[config.mk]
export PLATFORM = sky130hd
export DESIGN_NAME = sequence_detector
export DESIGN_NICKNAME = d
export VERILOG_FILES = /design/src/rtl/sequence_detector.sv
export SDC_FILE = /design/constraint.sdc
export NUM_CORES = 1
export LEC_CHECK = 0
export CAP_MARGIN = 20
export CORE_AREA = 10 10 47 49
export CTS_CLUSTER_SIZE = 16
export DETAILED_ROUTE_END_ITERATION = 10
export DIE_AREA = 0 0 57 59
export GPL_TIMING_DRIVEN = 0
export PLACE_DENSITY = 0.3
export RECOVER_POWER = 100
export SYNTH_ARGS = -nofsm -noshare
export SYNTH_HDL_FRONTEND = slang
export SYNTH_SLANG_ARGS = --single-unit
[constraint.sdc]
create_clock -name clk -period 0.9 [get_ports clk]
set_input_delay 0.27 -clock clk [delete_from_list [all_inputs] [get_ports clk]]
set_output_delay 0.27 -clock clk [all_outputs]
set_load 0.02 [all_outputs]
[src/rtl/sequence_detector.sv]
// sequence_detector
//   Serial pattern detector for "0101" (first bit first). One bit of `in` is
//   consumed on every rising clk edge while rst_n is high. `out` is a Moore
//   output decoded from the registered state and is high for exactly one
//   cycle after the edge that samples the final "1" of each match.
//
// Parameters
//   OVERLAP  0: search restarts after a match (non-overlapping)
//            1: trailing "01" of a match seeds the next match
//
// Ports
//   clk    in   system clock, rising edge
//   rst_n  in   asynchronous active-low reset (state -> IDLE, out -> 0)
//   in     in   serial data bit
//   out    out  match flag, one cycle per detected 0101
module sequence_detector #(
  parameter bit OVERLAP = 1'b0
) (
  input  logic clk,
  input  logic rst_n,
  input  logic in,
  output logic out
);

  typedef enum logic [2:0] {
    IDLE = 3'd0,  // no useful prefix
    S0   = 3'd1,  // seen "0"
    S01  = 3'd2,  // seen "01"
    S010 = 3'd3,  // seen "010"
    DET  = 3'd4   // seen "0101"
  } state_t;

  state_t state, state_nxt;

  always_ff @(posedge clk or negedge rst_n) begin
    if (!rst_n) begin
      state <= IDLE;
    end else begin
      state <= state_nxt;
    end
  end

  always_comb begin
    state_nxt = IDLE;
    unique case (state)
      IDLE: state_nxt = in ? IDLE : S0;
      S0:   state_nxt = in ? S01  : S0;
      S01:  state_nxt = in ? IDLE : S010;
      S010: state_nxt = in ? DET  : S0;
      // After a match, a following 0 either starts a fresh prefix or, when
      // overlapping, extends the match's trailing "01" into "010".
      DET:  state_nxt = in ? IDLE : (OVERLAP ? S010 : S0);
      // Unused encodings fall back to IDLE on the next edge.
      default: state_nxt = IDLE;
    endcase
  end

  // Pure state decode: no combinational path from `in`.
  assign out = (state == DET);

endmodule

Word-level counts from Yosys, hierarchy flattened. Cells that the tools add are included. W data, S select, Z words.

Bits in registers: 3. Input port bits: 3. Output and inout bits: 1. Word-level logic and storage cells: 12.

Multiplexer cells: 5. Reductions and logical operators: 2. Equal/unequal tests: 4.

Operators with widths (number): $pmux W3 S4 (1); $eq A3 B2 Y1 const B (2); $mux W2 (2); $eq A3 B1 Y1 const B (1); $eq A3 B3 Y1 const B (1); $logic_not A3 Y1 (1); $mux W3 (1); $reduce_or A2 Y1 (1); $mux W1 (1).

Logic depth before layout (Yosys ltp). Gate-level depths: netlist (run 1).

Depth in word-level cells: 3. Depth in mapped cells: 2. Mapped depth without buffers: 2.

Worst setup path after synthesis (run 1). Ideal clock, no wire load.

Kind: flip-flop to output port. From: register state[1]. To: output out. Arrival time: 0.927 ns. Data required time: 0.630 ns. Stages on the path, launching flop included: 2. Setup slack: -0.297 ns. Path buffers: 0. Cell sequence: dfrtp_1 nor3b_1.

Cells in the longest elaborated chain, start to end: 1.

RTL lines: start: declaration (RTL line 33) `state_t state, state_nxt;`; start signal: assignment (RTL line 39) `state <= state_nxt;`; $eq A3 B3 Y1 (RTL line 59) `assign out = (state == DET);`; end: declaration (RTL line 22) `output logic out`.

Every way passes these cells.

Worst setup path after layout (run 1). Same ends and word-level chain as after synthesis.

==> results.md, run 1 <==
Timing:
- After routing, the total negative slack on setup checks comes to -0.5609 ns.
- The worst setup margin is -0.3474 ns.
- Setup repair after global routing could not meet its margin everywhere.
- The number of slew-limit violations in the final report is 0.
- For this run, the top clock speed supported by timing is 801.7 MHz.
- The number of failing setup endpoints in the final timing report is 2.
- The relative max-transition margin is 88.54%.
- The final period demand of the worst path is 1.247 ns.
- The hold violation total from the final report came to 0.
- The transition time at the pin with the least slew margin is 0.1719 ns.
- On the final layout, the worst hold slack is 0.2862 ns.
- The setup skew after layout is 0.0002799 ns.
- The worst path uses 138.6% of the clock period.

Floorplan:
- The total core area is 1401 sq um.
- The floorplan step defined a die boundary enclosing 3363 sq um.
- For this design the top-level I/O count stands at 4.
- The effective utilization at floorplan is 9.196%.
- The width of the die is 57 um.
- The die height is 59 um.
- The number of placement rows is 14.

Setup path:
- At the worst endpoint, the required time is 0.63 ns.
- The maximum fanout along the worst path is 5.
- The worst register-to-register path has a depth of 3.
- The kind of critical path is register to primary output.
- The signal on the critical path passes through nor3b_4, buf_6.
- The startpoint of the worst register-to-register path is state[0].
- For the worst setup path, the data arrival time is 0.98 ns.
- The kind of end point of the critical path is a primary output.
- The worst register-to-register path ends at state[1].
- In this design, the stage delay of the slowest critical-path cell is 0.42 ns.
- Counting both buffers and inverters, the worst setup path holds a total of 1.
- The worst setup path is launched from a register.
- The worst register-to-register path has a setup slack of -0.21 ns.
- The slowest stage cell on the critical path is sky130_fd_sc_hd__dfrtp_1.
- The critical path's top delay family is flip-flops.

Yosys:
- The most instantiated library cell after synthesis is sky130_fd_sc_hd__dfrtp_1.
- The number of storage elements in the synthesis netlist is 3.
- Ranked by total cell area, the synthesized netlist is headed by sky130_fd_sc_hd__dfrtp_1 58%, sky130_fd_sc_hd__and4b_1 7.8%, sky130_fd_sc_hd__a21oi_2 6.8%, sky130_fd_sc_hd__or3b_1 6.8%, sky130_fd_sc_hd__nand3b_1 5.8%.
- In this run, synthesis inferred 0 flip-flops with an integrated enable.
- The Yosys step of the flow raised 0 warnings.
- The share of synthesized area in the top cell type comes to 58.25%.
- The largest total area in the synthesized netlist belongs to sky130_fd_sc_hd__dfrtp_1.
- The synthesized instance count is 10.
- The share of flip-flops with an asynchronous set or reset after synthesis is 100.0%.
- In this run the cell area of the synthesized design comes to 128.9 sq um.
- The average size of a mapped cell is 12.89 sq um.
- The number of distinct standard cells referenced by the synthesized netlist is 8.
- After synthesis, flip-flops and latches occupy 58.25% of the total area.
- The total nets after synthesis is 13.
- The predominant post-synthesis flop cell is sky130_fd_sc_hd__dfrtp_1.

Power:
- The total power is 0.0004276 W.
- In this run the power density over the cells is 1898 nW/um^2.
- In this run the static leakage power is 0.09225 nW.
- Across the VDD grid, the largest voltage drop is 505.6 uV.

Final layout:
- The final cell utilization of the core is 16.07%.
- Excluding fillers, the count of instances in the completed layout stands at 34.
- In the final design database the tool counted 22 nets.
- The total of fill cells in the finished design is 157.
- The register ranked first by flip-flop count is state.
- The largest registers in the layout are state: 3 flops.
- The layout overhead on the synthesized area is 74.76%.
- The fraction of layout instances using a drive strength above 1 is 38.89%.
- The register with the most flip-flops in the layout has 3 of them.
- Summing all flip-flop and latch instances after layout gives 75.07 sq um.
- The final antenna diode count is 0.
- The total area of multi-input combinational cells is 65.06 sq um.

Clocking:
- The number of clock buffers inserted by TritonCTS is 3.
- The clock-pin slew reported for the worst setup and hold paths after clock tree synthesis is 0.04 ns.
- The clock sink count is 3.
- The tree is rooted in a sky130_fd_sc_hd__clkbuf_4.
- The clock passes through at most 2 buffers.
- The CTS tree is built.
- The maximum level of the CTS H-tree is 1.
- The worst-skew pair later-pin latency is 0.23 ns.

Run status:
- The final reports fail on negative setup slack.
- The flow ran to the end, but the final reports show violations.

Route:
- In this run the remaining antenna-violating nets after routing total 0.
- The final route contains 102 vias.
- The first detailed-routing pass took 2 iterations.
- The post-detailed-route DRC marker count is 0.
- The number of violations reported at the end of detailed-routing iteration 0 is 3.
- The detailed-route wire length on metal 1 is 145 um.
- Summed over all nets, wire length on met2 after detailed routing comes to 79 um.
- Using the TritonRoute via totals, the vias-per-cell ratio works out to 3.000.
- The topmost layer with routed signal wires is met4.
- The final wirelength is 277 um.
- The amount of wire on met3 after detailed routing is 36 um.
- The routed length per placed instance is 8.147 um.

GRT:
- The initial antenna violation count came to 0.
- Global routing consumed, over all layers together, 2.335% of the routing resources.
- The overflow left after global routing is 0.
- The first global-routing pass estimated 483 um of wire.
- The pin count of the biggest net entering global routing is 6.
- The via count of the first global-routing pass is 105.

Worst hold path:
- The tightest min-delay check is of the input port to asynchronous set/reset pin type.

Placed design:
- Including well taps, the total number of placed cells is 29.
- At the end of routability-driven placement, the weighted congestion stood at 0.5785.
- The count of buffers added on input and output ports is 3.

Flow run:
- The reported max-cap violation count is 0.
[logic make-up after synthesis]
logic type | after synthesis | synth area share (%)
DFF | 3 | 58.25
AOI/OAI and AO/OA | 2 | 12.62
and+or+nand+nor | 5 | 29.13
[where the power goes]
| part | switching (W) | internal, W |
|---|---|---|
| clock network | 0.0000700 | 0.000166 |
| logic | 0.0000137 | 0.0000224 |
| registers | 0.0000109 | 0.000144 |
[cell usage in the layout (no fill, tap or decap)]
cell                              count
sky130_fd_sc_hd__buf_6                1
sky130_fd_sc_hd__and4b_1              1
sky130_fd_sc_hd__nor2_1               1
sky130_fd_sc_hd__dlygate4sd3_1        1
sky130_fd_sc_hd__dfrtp_1              3
sky130_fd_sc_hd__or3b_1               1
sky130_fd_sc_hd__a21oi_2              1
sky130_fd_sc_hd__nand3b_1             1
sky130_fd_sc_hd__clkbuf_1             1
sky130_fd_sc_hd__o21a_1               1
sky130_fd_sc_hd__nor3b_4              1
sky130_fd_sc_hd__clkbuf_4             4
sky130_fd_sc_hd__clkdlybuf4s50_1      1
[through the flow]
stage	worst slack, ns	instance area [sq um]
floorplan	-0.07316	140.1
global placement	-0.5858	190.2
detailed placement	-0.6001	190.2
CTS	-0.3685	225.2
global route	-0.3849	225.2
finish	-0.3474	225.2
[how the worst max path moves through the flow]
stage	from	to	cells past startpoint
after floorplan	state[1]	out	1
after global placement	state[1]	out	2
after detailed placement	state[1]	out	2
after CTS	state[1]	out	2
after global routing	state[1]	out	2
final	state[1]	out	2
[area by class of cell]
type	instances	share of cell area, %
flip-flops and latches	3	33.33
multi-input cells	7	28.89
well taps	16	8.889
clock buffers	4	11.67
repair buffers	4	17.22
[what timing repair did]
item,in CTS,in global routing
pin swaps,1,0
setup buffers,1,0
gates resized for setup,6,0
hold buffers,0,0
cloned,0,0
endpoints found under the setup margin,2,2
[metal layers]
metal  vias to the layer above  track usage [%]
met4                         0            5.034
met3                         2            2.361
li1                         53                -
met5                         -                0
met2                         6            1.550
met1                        41            2.140
(Power assumes the default switching activity.)
==> run 2, diff against run 1 <==
--- a/config.mk
+++ b/config.mk
@@ -5,7 +5,7 @@
 export SDC_FILE = /design/constraint.sdc
 export NUM_CORES = 1
 export LEC_CHECK = 0
-export CAP_MARGIN = 20
+export CAP_MARGIN = 25
 export CORE_AREA = 10 10 47 49
 export CTS_CLUSTER_SIZE = 16
 export DETAILED_ROUTE_END_ITERATION = 10
==> results of run 2 <==
Final layout, timing and power as in run 1 (identical DEF).
